[src/rtl/imem_arb_pkg.sv]
// Shared types and helpers for the instruction-memory access arbiter.
package imem_arb_pkg;

  // BOOT holds fetch off while the loader writes the image; RUN arbitrates.
  typedef enum logic {
    BOOT = 1'b0,
    RUN  = 1'b1
  } imem_arb_state_t;

  // Returned in place of memory data for a faulted fetch (addi x0, x0, 0).
  localparam logic [31:0] NOP_INSTR = 32'h0000_0013;

  // Byte address to word index. The caller keeps only the low IDX_W bits.
  function automatic logic [31:0] byte_to_word(input logic [31:0] byte_addr);
    return byte_addr >> 2;
  endfunction

endpackage

[src/rtl/imem_starve_ctr.sv]
// Saturating count of consecutive cycles in which a pending fetch was denied.
module imem_starve_ctr #(
  parameter  int MAX   = 4,
  localparam int CNT_W = $clog2(MAX + 1)
) (
  input  logic             clk,
  input  logic             reset,
  input  logic             inc,
  input  logic             clr,
  output logic             at_max,
  output logic [CNT_W-1:0] cnt
);

  logic [CNT_W-1:0] cnt_q;

  // Clear wins over increment; increment stops at MAX.
  always_ff @(posedge clk or posedge reset) begin
    if (reset) begin
      cnt_q <= '0;
    end else if (clr) begin
      cnt_q <= '0;
    end else if (inc && (cnt_q != CNT_W'(MAX))) begin
      cnt_q <= cnt_q + CNT_W'(1);
    end
  end

  assign at_max = (cnt_q == CNT_W'(MAX));
  assign cnt    = cnt_q;

endmodule

[src/rtl/imem_access_arbiter.sv]
// Shares the single-port instruction memory between the fetch stage and the
// program loader. BOOT: loader only, fetch held off. RUN: loader has priority
// unless fetch has been denied STARVE_MAX cycles in a row.
// Optional build macro IMEM_ADDR_CHECK_EN: misaligned / out-of-range addresses
// are granted but never reach the memory; faulted fetches return a NOP and
// addr_err pulses the cycle after the faulted grant.
//
// Handshakes: a loader write transfers in any cycle with ld_valid & ld_ready
// (the loader holds ld_addr/ld_data until then); fetch_gnt means the read was
// issued this cycle and its word appears on fetch_rdata with fetch_rvalid in
// the next cycle; there is no fetch backpressure on the return path.
module imem_access_arbiter
  import imem_arb_pkg::*;
#(
  parameter  int DATA_W      = 32,
  parameter  int DEPTH_WORDS = 64,
  parameter  int STARVE_MAX  = 4,
  localparam int IDX_W       = $clog2(DEPTH_WORDS),
  localparam int CNT_W       = $clog2(STARVE_MAX + 1)
) (
  input  logic              clk,
  input  logic              reset,
  input  logic              fetch_req,
  input  logic [31:0]       fetch_addr,
  output logic              fetch_gnt,
  output logic              fetch_rvalid,
  output logic [DATA_W-1:0] fetch_rdata,
  input  logic              ld_valid,
  input  logic [31:0]       ld_addr,
  input  logic [DATA_W-1:0] ld_data,
  output logic              ld_ready,
  input  logic              ld_done,
  output logic              boot_busy,
  output logic              mem_en,
  output logic              mem_we,
  output logic [IDX_W-1:0]  mem_addr,
  output logic [DATA_W-1:0] mem_wdata,
  input  logic [DATA_W-1:0] mem_rdata,
  output logic              addr_err,
  output imem_arb_state_t   dbg_state,
  output logic [CNT_W-1:0]  dbg_starve_cnt
);

  localparam logic [31:0] ADDR_LIMIT = 32'(4 * DEPTH_WORDS);

  imem_arb_state_t state, state_nxt;
  logic            at_max;
  logic            ld_gnt;
  logic            fetch_fault, ld_fault;
  logic            rvalid_q, nop_q, err_q;
  logic [31:0]     fetch_word, ld_word;
  logic            unused_addr_bits;

  assign fetch_word = byte_to_word(fetch_addr);
  assign ld_word    = byte_to_word(ld_addr);
  // Upper index bits are dropped on purpose: addresses wrap modulo depth.
  assign unused_addr_bits = ^{fetch_word[31:IDX_W], ld_word[31:IDX_W],
                              fetch_addr[1:0], ld_addr[1:0]};

`ifdef IMEM_ADDR_CHECK_EN
  assign fetch_fault = (fetch_addr[1:0] != 2'b00) || (fetch_addr >= ADDR_LIMIT);
  assign ld_fault    = (ld_addr[1:0] != 2'b00) || (ld_addr >= ADDR_LIMIT);
`else
  assign fetch_fault = 1'b0;
  assign ld_fault    = 1'b0;
`endif

  // State register.
  always_ff @(posedge clk or posedge reset) begin
    if (reset) state <= BOOT;
    else       state <= state_nxt;
  end

  // Next state and grants; everything is forced low while reset is held.
  always_comb begin
    state_nxt = state;
    fetch_gnt = 1'b0;
    ld_ready  = 1'b0;
    boot_busy = 1'b0;
    if (!reset) begin
      case (state)
        BOOT: begin
          ld_ready  = 1'b1;
          boot_busy = 1'b1;
          if (ld_done) state_nxt = RUN;
        end
        RUN: begin
          fetch_gnt = fetch_req & (~ld_valid | at_max);
          ld_ready  = ~(fetch_req & at_max);
        end
        default: state_nxt = BOOT;
      endcase
    end
  end

  assign ld_gnt = ld_valid & ld_ready;

  imem_starve_ctr #(.MAX(STARVE_MAX)) u_starve (
    .clk   (clk),
    .reset (reset),
    .inc   ((state == RUN) & fetch_req & ~fetch_gnt),
    .clr   (~fetch_req | fetch_gnt),
    .at_max(at_max),
    .cnt   (dbg_starve_cnt)
  );

  // Memory port drive from the winning requester; faulted accesses stay off.
  always_comb begin
    mem_en    = 1'b0;
    mem_we    = 1'b0;
    mem_addr  = '0;
    mem_wdata = '0;
    if (fetch_gnt) begin
      mem_en   = ~fetch_fault;
      mem_addr = fetch_word[IDX_W-1:0];
    end else if (ld_gnt && !ld_fault) begin
      mem_en    = 1'b1;
      mem_we    = 1'b1;
      mem_addr  = ld_word[IDX_W-1:0];
      mem_wdata = ld_data;
    end
  end

  // Read-return tracking: valid, NOP substitution and fault pulse.
  always_ff @(posedge clk or posedge reset) begin
    if (reset) begin
      rvalid_q <= 1'b0;
      nop_q    <= 1'b0;
      err_q    <= 1'b0;
    end else begin
      rvalid_q <= fetch_gnt;
      nop_q    <= fetch_gnt & fetch_fault;
      err_q    <= (fetch_gnt & fetch_fault) | (ld_gnt & ld_fault);
    end
  end

  assign fetch_rvalid = rvalid_q;
  assign fetch_rdata  = rvalid_q ? (nop_q ? DATA_W'(NOP_INSTR) : mem_rdata) : '0;
  assign addr_err     = err_q;
  assign dbg_state    = state;

endmodule

[config.mk]
export PLATFORM = sky130hd
export DESIGN_NAME = imem_access_arbiter
export DESIGN_NICKNAME = d
export VERILOG_FILES = /design/src/rtl/imem_arb_pkg.sv /design/src/rtl/imem_starve_ctr.sv /design/src/rtl/imem_access_arbiter.sv
export SDC_FILE = /design/constraint.sdc
export NUM_CORES = 1
export LEC_CHECK = 0
export BUFFER_PORTS_ARGS = -buffer_cell sky130_fd_sc_hd__buf_2
export CAP_MARGIN = 20
export CORE_AREA = 2 2 82 84
export DETAILED_ROUTE_END_ITERATION = 16
export DIE_AREA = 0 0 84 86
export HOLD_SLACK_MARGIN = 0.08
export MAX_ROUTING_LAYER = met4
export SETUP_SLACK_MARGIN = 0.02
export SYNTH_ARGS = -nofsm -noshare
export SYNTH_HDL_FRONTEND = slang
export SYNTH_SLANG_ARGS = --single-unit
[constraint.sdc]
create_clock -name clk -period 1.9 [get_ports clk]
set_input_delay 0.38 -clock clk [delete_from_list [all_inputs] [get_ports clk]]
set_output_delay 0.38 -clock clk [all_outputs]
set_load 0.01 [all_outputs]
# ---- Word level (Yosys, flattened, before mapping)
# Cells that the tools add are included.
dict set report totals {
  inputBits 133
  register_bits 5
  word_cells 38
}
dict set report op_classes {
  reduce_logical 2
  addsub 1
  n_bitwise 12
  eq_ne 2
  n_mux 18
}
# op count
set ops {}
lappend ops {{32-bit two-way mux} 3}
lappend ops {{6-bit two-way mux} 2}
lappend ops {{1-bit two-way mux} 10}
lappend ops {{3-bit two-way mux} 2}
lappend ops {{1-bit AND} 5}
lappend ops {{1-bit NOT} 5}
lappend ops {{3-bit by 1-bit adder with 3-bit output, second input constant} 1}
lappend ops {{3-bit equality test, second input constant} 1}
lappend ops {{3-bit inequality test, second input constant} 1}
lappend ops {{1-bit bitwise OR} 2}
lappend ops {{1-bit one-hot mux with 2 select lines} 1}
lappend ops {{2-bit nonzero test} 1}
lappend ops {{1-bit logical AND} 1}

# ---- Depth between registers and ports, before layout
# Gate-level depths: netlist (run 1).
dict set report depth {
  word_depth 10
  mapped_depth 6
  mapped_depth_nobuf 5
}

# ---- Modules after synthesis
# A second synthesis (run 1) with hierarchy kept.
dict set report hier_totals {
  cells_unflattened 115
  hier_area_um2 852.1
}
# mod n_inst cells_per_inst seq_area_each_um2 area_each_um2
set by_module_without_submodules {}
lappend by_module_without_submodules {imem_access_arbiter 1 96 50.0 650.6}
lappend by_module_without_submodules {imem_starve_ctr 1 19 75.1 201.4}

# ---- Least setup slack after synthesis (run 1)
# No wires, ideal clock.
dict set report synth_timing {
  path_type {register to output}
  from {register u_starve.cnt_q[0] (netlist: u_starve.cnt[0])}
  to {output mem_addr[0]}
  arrival_time_ns 1.458
  setup_slack_ns 0.062
  path_stages_with_launch 7
  n_path_buf 1
  required_time_ns 1.520
  cell_sequence {dfrtp_1 inv_1 ha_1 nand2_1 a211oi_1 buf_4 a22o_1}
}
dict set report synth_via {
  word_cells_on_any_way 12
  classes_between {eq/ne: 1; mux: 6; bitwise: 5}
}
# item line_no
set synth_lines {}
lappend synth_lines {{start: declaration} imem_starve_ctr.sv:14} ;# logic [CNT_W-1:0] cnt_q;
lappend synth_lines {{start signal: assignment} imem_starve_ctr.sv:23} ;# cnt_q <= cnt_q + CNT_W'(1);
lappend synth_lines {{3-bit equality test} imem_starve_ctr.sv:27} ;# assign at_max = (cnt_q == CNT_W'(MAX));
lappend synth_lines {{1-bit bitwise OR} imem_access_arbiter.sv:88} ;# fetch_gnt = fetch_req & (~ld_valid | at_max);
lappend synth_lines {{1-bit AND} imem_access_arbiter.sv:88}
lappend synth_lines {{1-bit two-way mux} imem_access_arbiter.sv:81} ;# case (state)
lappend synth_lines {{1-bit two-way mux} imem_access_arbiter.sv:80} ;# if (!reset) begin
lappend synth_lines {{net fetch_gnt} imem_access_arbiter.sv:25} ;# output logic fetch_gnt,
lappend synth_lines {{6-bit two-way mux} imem_access_arbiter.sv:113} ;# if (fetch_gnt) begin
lappend synth_lines {{end: declaration} imem_access_arbiter.sv:36} ;# output logic [IDX_W-1:0] mem_addr,
# The timed path passes the listed nets, and every way through them passes these cells.

# ---- Final worst setup path (run 1)
dict set report layout_timing {
  from {register u_starve.cnt_q[0] (netlist: u_starve.cnt[0])}
  to {output mem_addr[4]}
}
dict set report layout_via {
  elab_chain_cells 8
  word_cells_on_any_way 12
  classes_between {eq/ne: 1; mux: 6; bitwise: 5}
}
# item line_no
set layout_rtl {}
lappend layout_rtl {{3-bit equality test (*)} imem_starve_ctr.sv:27}
lappend layout_rtl {{1-bit AND} imem_access_arbiter.sv:89} ;# ld_ready = ~(fetch_req & at_max);
lappend layout_rtl {{1-bit NOT} imem_access_arbiter.sv:89}
lappend layout_rtl {{1-bit one-hot mux with 2 select lines} imem_access_arbiter.sv:81}
lappend layout_rtl {{1-bit two-way mux} imem_access_arbiter.sv:80}
lappend layout_rtl {{1-bit AND} imem_access_arbiter.sv:96} ;# assign ld_gnt = ld_valid & ld_ready;
lappend layout_rtl {{6-bit two-way mux} imem_access_arbiter.sv:116} ;# end else if (ld_gnt && !ld_fault) begin
lappend layout_rtl {{6-bit two-way mux (*)} imem_access_arbiter.sv:113}
# Mark *: on every way between the ends. The rest lies on a longest branch, timed or not.

==> results of run 1 <==
-- per-layer routing --
| metal | up-vias | part of all wire [%] |
|---|---|---|
| li1 | 694 | - |
| met4 | 0 | 0.40 |
| met5 | - | 0 |
| met2 | 99 | 51 |
| met1 | 574 | 37 |
| met3 | 2 | 12 |
-- critical path, cell delays in order (launching register included) --
cell	delay [ns]
dfrtp_1	0.36
inv_2	0.05
ha_4	0.17
a41oi_4	0.28
and2_4	0.26
a22o_1	0.15
buf_2	0.13
-- flip-flops by register name, indices dropped and copies added, names as in the netlist --
signal	count
dbg_state	1
u_starve.cnt	3
fetch_rvalid	1
-- power groups by stage --
stage          logic [mW]  clock network, mW  registers [mW]
2_1_floorplan       0.139                  0           0.129
3_3_place_gp        0.301                  0           0.127
3_5_place_dp        0.307                  0           0.128
4_1_cts             0.328              0.201           0.128
5_1_grt             0.369              0.210           0.131
6_report            0.335              0.199           0.128
-- how the worst min path moves through the flow --
stage                       to  start  cells past startpoint  slack [ns]
2_1_floorplan        dbg_state  reset                      1        0.17
3_3_place_gp         dbg_state  reset                      2        0.34
3_5_place_dp         dbg_state  reset                      2        0.34
4_1_cts        u_starve.cnt[2]  reset                      2        0.12
5_1_grt              dbg_state  reset                      2        0.13
6_report       u_starve.cnt[2]  reset                      2        0.12
-- cell families (layout without fill, tap and decap cells) --
kind of cell | count (synthesis) | in the layout
AO/OA/AOI/OAI | 11 | 11
XOR/XNOR | 1 | 1
adder cells (fa/ha/maj) | 2 | 2
buffers and inverters | 15 | 176
flip-flops | 5 | 5
multiplexers | 1 | 1
other | 1 | 1
AND/OR/NAND/NOR | 73 | 73
-- timing repair --
item                                    CTS  global route
setup buffers                             0             2
hold buffers                              0             0
pin swaps                                 7             2
gates resized for setup                  11             6
endpoints found under the setup margin   39            41
-- cell type report --
type	instances	area (um^2)
Fill cell	691	4460
Timing Repair Buffer	169	893
Multi-Input combinational cell	89	644
Sequential cell	5	126
Tap cell	77	96.3
Clock buffer	4	45.0
Inverter	3	11.3
-- Yosys cell counts (2+ instances only) --
| cell type | number | share of area (%) |
|---|---|---|
| ha_1 | 2 | 3.1 |
| nor3b_1 | 2 | 1.9 |
| clkbuf_1 | 8 | 3.7 |
| inv_1 | 3 | 1.4 |
| buf_4 | 2 | 1.9 |
| and2_1 | 33 | 26 |
| nand2_1 | 2 | 0.93 |
| and3_1 | 32 | 25 |
| a22o_1 | 6 | 6.5 |
| dfrtp_1 | 5 | 16 |
-- stage by stage --
| stage | util (%) | total power [mW] | instance area [um^2] | std cells | hold WS [ns] |
|---|---|---|---|---|---|
| 2_1_floorplan | - | 0.268 | 803 | 109 | 0.167 |
| 3_3_place_gp | 26.9 | 0.428 | 1690 | 341 | 0.342 |
| 6_report | 28.9 | 0.663 | 1820 | 347 | 0.116 |
| 5_1_grt | 28.9 | 0.710 | 1820 | 347 | 0.133 |
| 4_1_cts | 28.4 | 0.657 | 1780 | 345 | 0.118 |
| 3_5_place_dp | 26.9 | 0.435 | 1690 | 341 | 0.339 |
==> results.yml, run 1 <==
timing:
  slew_viol_final: 0
  layout_setup_ws_ns: -0.114
  final-hold-violation-count: 0
  max_clock_freq_mhz: 496
  finClkSkew_ns: 0.00198
  rsz0062_at_grt: "yes"
  fin_crit_sh_pct: 106
  fin_setup_tns_ns: -2.37
  layout_min_cycle_time_ns: 2.01
  setup_viol: 36
place:
  port_buffers: 160
  place_ws_ns: -0.160
  place_congestion: 0.761
  dp_hpwl_um: 2980
worst_hold_path:
  worstHoldPathType: "input port to async pin"
global_routing:
  gr-total-overflow: 0
  grt_max_degree: 34
  use_met1_pct: 9.61
  busiest_layer: "met2"
  grt_use_met2_pct: 16.7
  grt_pass1_vias: 1166
  grt_pass1_wl_um: 5200
  grt_use_total_pct: 8.79
  grt_use_met3_pct: 1.54
  antenna_found_initial: 0
yosys:
  synth_enable_flop_cells: 0
  ys.flop_type: "dfrtp_1"
  synth-simple-area-share_pct: 57.0
  synth_seq_cells: 5
  syn_avg_cell_area_um2: 7.37
  yosysWarningCount: 0
  synth-compound-area-share_pct: 12.5
  synthCells: 109
  synth_top_family_by_area: "simple AND/OR/NAND/NOR gates"
  yosysSeqAreaShare_pct: 15.6
  synthMuxAreaShare_pct: 1.25
  ys_types: 24
  netlist_area_um2: 803
  synthAdderAreaFrac_pct: 3.12
  async_flop_share_pct: 100
  synthXorXnorAreaFrac_pct: 1.09
  syn-num-nets: 244
clock_tree:
  clockRootBuffer: "clkbuf_8"
  cts_sinks: 5
  clockBufferDepth: 2
  h-tree-depth: 1
  cts_tree: "yes"
  clock_latency_ns: 0.22
  cts_made_buffers: 3
  cts.reportedPaths.clkPinSlew_ns: 0.04
finish:
  finish.net_count: 406
  n_antenna_cell: 0
  final_cell_mix: "158 x buf_2, 32 x and2_1, 31 x and3_1, 8 x buf_4, 6 x a22o_1"
  area_growth_pct: 126
  layout_commonest_cell: "buf_2"
  layout-drive-gt1-share_pct: 67.4
critical_path:
  crit_start: "u_starve.cnt[0]"
  required_ns: 1.52
  critPathKind: "flop to output port"
  cp-end-kind: "output port"
  worstSetupEndpoint: "mem_addr[4]"
  r2r_setup_slack_ns: 0.53
  regToRegEndpoint: "u_starve.cnt[2]"
  r2r_cells: 7
  cp-start-kind: "flop"
  worst-endpoint-arrival_ns: 1.63
  r2r-start: "u_starve.cnt[0]"
  worst-path-max-fanout: 8
die:
  ios: 214
  start_util_pct: 12.8
  die_w_um: 84
  coreArea_um2: 6280
  die_area_um2: 7220
  die_h_um: 86
  num_rows: 29
drt:
  drc: 0
  vias: 1369
  first_pass_iters: 4
  ant_nets: 0
  first_iter_violations: 32
  wl_per_cell_um: 10.1
  vias_per_cell: 3.95
  drt-total-wl_um: 3490
pwr:
  p_switching_mw: 0.218
  pwr_density_cell_nw_per_um2: 365
  p_leak_nw: 1.24
  swShare_pct: 32.9
  clockPowerShare_pct: 30.1
  seq_power_share_pct: 19.4
  peakVddDrop_uv: 400
  p_int_mw: 0.444
  p_comb_share_pct: 50.6
status:
  status: "finished with violations"
  failed_checks: "setup timing"
run:
  drv_cap: 0
No activity file was read; power rests on OpenSTA's default activity.
==> run 2, diff against run 1 <==
Settings changed: REMOVE_ABC_BUFFERS set to 1.
==> results.yml, run 2 (same netlist as run 1, synthesis figures left out) <==
status:
  status: "finished with violations"
  failed_checks: "setup timing"
finish:
  fillers: 633
  area_growth_pct: 188
  layout_commonest_cell: "buf_2"
  largest_register_ff_count: 3
  layout-drive-gt1-share_pct: 78.6
  n_antenna_cell: 0
  finish.net_count: 417
  final_cell_mix: "129 x buf_2, 36 x buf_6, 32 x and2_1, 29 x and3_4, 9 x buf_4"
  final_cells: 358
  postLayoutCoreUtil_pct: 36.8
  regArea_um2: 126
  final_cell_area_um2: 2310
  multi_input_area_um2: 797
timing:
  finClkSkew_ns: 0.00349
  max_clock_freq_mhz: 484
  layout_setup_ws_ns: -0.168
  rsz0062_at_grt: "yes"
  fin_crit_sh_pct: 109
  final-hold-violation-count: 0
  layout_min_cycle_time_ns: 2.07
  fin_setup_tns_ns: -1.85
  timing.hold.ws_ns: 0.140
  slew_viol_final: 0
  setup_viol: 38
drt:
  first_iter_violations: 6
  ant_nets: 0
  vias: 1460
  drt-total-wl_um: 4350
  drc: 0
  first_pass_iters: 2
  vias_per_cell: 4.08
  wl_per_cell_um: 12.1
pwr:
  p_comb_share_pct: 58.7
  p_switching_mw: 0.252
  p_leak_nw: 1.32
  peakVddDrop_uv: 296
  pwr_density_cell_nw_per_um2: 341
  p_int_mw: 0.535
  seq_power_share_pct: 16.2
  swShare_pct: 32.0
  clockPowerShare_pct: 25.1
  p_total_mw: 0.787
die:
  die_w_um: 84
  die_h_um: 86
  ios: 214
  coreArea_um2: 6280
  num_rows: 29
  start_util_pct: 12.8
  die_area_um2: 7220
critical_path:
  worst-path-max-fanout: 5
  r2r-start: "u_starve.cnt[1]"
  path_buf_inv: 4
  required_ns: 1.52
  cpMostUsedCell: "buf_6"
  regToRegEndpoint: "u_starve.cnt[2]"
  r2r_setup_slack_ns: 0.36
  critPathTopFamily: "buffers and inverters"
  cp_slowest_cell: "dfrtp_1"
  cp-end-kind: "output port"
  worst-endpoint-arrival_ns: 1.69
  cp_slowest_stage_delay_ns: 0.39
  cp_cell_sequence: "inv_2 > ha_4 > buf_6 > nand2_4 > a211oi_4 > buf_6 > a22o_1 > buf_2"
  critPathKind: "flop to output port"
  r2r_cells: 8
  cp-start-kind: "flop"
clock_tree:
  cts-hold-fix-buffers: 0
  cts_made_buffers: 3
  cts.reportedPaths.clkPinSlew_ns: 0.04
  cts_sinks: 5
  h-tree-depth: 1
  clockBufferDepth: 2
  clockRootBuffer: "clkbuf_8"
  cts_tree: "yes"
  clock_latency_ns: 0.22
global_routing:
  grt_use_total_pct: 10.5
  gr-total-overflow: 0
  grt_pass1_wl_um: 6050
  antenna_found_initial: 0
  grt_pass1_vias: 1348
  grt_max_degree: 34
place:
  port_buffers: 160
  dp_hpwl_um: 3210
  place_ws_ns: -0.0849
  placed_cells: 346
  place_congestion: 0.817
  placed_area_um2: 1740
run:
  drv_cap: 0
worst_hold_path:
  worstHoldPathType: "input port to async pin"
[run 2: power groups by stage]
stage          Sequential [mW]  Clock [mW]  Combinational (mW)
3_5_place_dp             0.127           0               0.326
4_1_cts                  0.125       0.201               0.385
2_1_floorplan            0.132           0               0.121
6_report                 0.127       0.198               0.462
3_3_place_gp             0.125           0               0.323
5_1_grt                  0.130       0.214               0.500
[run 2: per-layer routing]
| layer | global-route usage, % | wire length, um | share of wire (%) | vias up |
|---|---|---|---|---|
| met5 | - | 0 | 0 | - |
| met4 | 1.17 | 0 | 0 | 0 |
| met3 | 2.31 | 525 | 12 | 0 |
| met2 | 21.7 | 2350 | 54 | 128 |
| met1 | 10.1 | 1470 | 34 | 617 |
| li1 | - | - | - | 715 |
[run 2: layout make-up]
type	count	area share, %
inverters	3	0.488
flip-flops and latches	5	5.47
multi-input cells	89	34.5
clock buffers	4	1.95
well taps	77	4.17
repair buffers	180	53.4
[run 2: worst reg2reg max path, cell delays in order, from the launching register on]
cell and delay [ns]:
dfrtp_1 0.37, inv_2 0.05, ha_4 0.17, buf_6 0.12
nand2_4 0.05, a211oi_4 0.07, buf_6 0.16, buf_4 0.14
nor4b_1 0.30
[run 2: what timing repair did]
| action | CTS | global route |
|---|---|---|
| cloned | 1 | 2 |
| pin swaps | 19 | 20 |
| resized for setup | 38 | 49 |
| endpoints found under the setup margin | 42 | 56 |
| setup buffers | 4 | 1 |
[run 2: worst max path at each step]
stage,cells past startpoint,from,end
after detailed placement,7,u_starve.cnt[0],mem_addr[3]
after global routing,8,u_starve.cnt[1],mem_addr[3]
after global placement,7,u_starve.cnt[0],mem_addr[3]
after floorplan,5,u_starve.cnt[0],mem_addr[0]
final,8,u_starve.cnt[1],mem_addr[3]
after CTS,8,u_starve.cnt[1],mem_addr[3]
==> run 3, diff against run 2 <==
Settings changed: RECOVER_POWER set to 100.
==> results.yml, run 3 (same netlist as run 1, synthesis figures left out) <==
status:
  status: "finished with violations"
  failed_checks: "setup timing"
timing:
  fin_crit_sh_pct: 109
  rsz0062_at_grt: "yes"
  slew_viol_final: 0
  timing.hold.ws_ns: 0.190
  final-hold-violation-count: 0
  setup_viol: 38
  layout_min_cycle_time_ns: 2.07
  finClkSkew_ns: 0.00349
  layout_setup_ws_ns: -0.168
  max_clock_freq_mhz: 484
  fin_setup_tns_ns: -1.85
critical_path:
  worst-path-max-fanout: 5
  cp-start-kind: "flop"
  worst-endpoint-arrival_ns: 1.69
  critPathKind: "flop to output port"
  cp-end-kind: "output port"
  required_ns: 1.52
global_routing:
  grt_use_total_pct: 10.5
  antenna_found_initial: 0
  grt_pass1_vias: 1348
  gr-total-overflow: 0
  grt_max_degree: 34
  grt_pass1_wl_um: 6050
drt:
  drc: 0
  first_iter_violations: 6
  drt-total-wl_um: 4350
  vias_per_cell: 4.08
  wl_per_cell_um: 12.1
  ant_nets: 0
  first_pass_iters: 2
  vias: 1460
place:
  place_congestion: 0.817
  dp_hpwl_um: 3210
  port_buffers: 160
clock_tree:
  h-tree-depth: 1
  cts_tree: "yes"
  clock_latency_ns: 0.22
  clockBufferDepth: 2
  cts_made_buffers: 3
  cts.reportedPaths.clkPinSlew_ns: 0.04
  clockRootBuffer: "clkbuf_8"
  cts_sinks: 5
run:
  drv_cap: 0
finish:
  postLayoutCoreUtil_pct: 36.8
  n_antenna_cell: 0
  layout-drive-gt1-share_pct: 78.3
  largest_register_ff_count: 3
  final_cell_mix: "128 x buf_2, 36 x buf_6, 32 x and2_1, 29 x and3_4, 9 x buf_4"
  layout_commonest_cell: "buf_2"
  finish.net_count: 417
  area_growth_pct: 187
worst_hold_path:
  worstHoldPathType: "input port to async pin"
die:
  die_w_um: 84
  start_util_pct: 12.8
  num_rows: 29
  die_area_um2: 7220
  die_h_um: 86
  coreArea_um2: 6280
  ios: 214
pwr:
  p_leak_nw: 1.31
  pwr_density_cell_nw_per_um2: 341
  peakVddDrop_uv: 296
run 3: what timing repair did:
item                       CTS  global route
setup endpoints to repair   42            56
buffers inserted             4             1
pin swaps                   19            20
hold buffers                 0             0
gates cloned                 1             2
resized for setup           38            49
run 3: worst paths after layout:
path	end	start	cells past startpoint	slack [ns]
setup / recovery	mem_addr[3]	u_starve.cnt[1]	8	-0.17
max in group asynchronous	fetch_rvalid	reset	2	1.49
hold reg to reg	dbg_state	dbg_state	2	0.66
hold / removal	u_starve.cnt[1]	reset	2	0.19
min in group clk	dbg_state	ld_done	2	0.38
setup reg to reg	u_starve.cnt[2]	u_starve.cnt[1]	8	0.36
run 3: metrics by stage:
| step | setup WS, ns | std cells | total power [mW] | cell area [um^2] |
|---|---|---|---|---|
| detailed placement | -0.0849 | 346 | 0.453 | 1740 |
| finish | -0.168 | 358 | 0.786 | 2310 |
| global placement | -0.0348 | 346 | 0.449 | 1740 |
| CTS | -0.176 | 355 | 0.711 | 1990 |
| global route | -0.252 | 358 | 0.843 | 2310 |
| floorplan | -0.514 | 97 | 0.253 | 742 |
run 3: worst max-delay path: stages (launching register included):
cell and delay, ns:
dfrtp_1 0.39, inv_2 0.07, ha_4 0.14, buf_6 0.10, nand2_4 0.04, a211oi_4 0.29
buf_6 0.16, a22o_1 0.13, buf_2 0.13
run 3: metal layers:
metal	vias up	wire, um	track usage (%)
li1	715	-	-
met1	617	1470	10.1
met4	0	0	1.17
met2	128	2350	21.7
met5	-	0	-
met3	0	525	2.31
run 3: power breakdown:
| group | switching [mW] | leakage [nW] | internal, mW | total [mW] |
|---|---|---|---|---|
| registers | 0.0120 | 0.0605 | 0.115 | 0.127 |
| clock network | 0.0536 | 0.0228 | 0.144 | 0.198 |
| logic | 0.186 | 1.23 | 0.275 | 0.461 |
run 3: layout make-up:
type | instances | area, um^2
Fill cell | 633 | 3970
Timing Repair Buffer | 180 | 1230
Multi-Input combinational cell | 89 | 797
Sequential cell | 5 | 126
Tap cell | 77 | 96.3
Clock buffer | 4 | 45.0
Inverter | 3 | 11.3
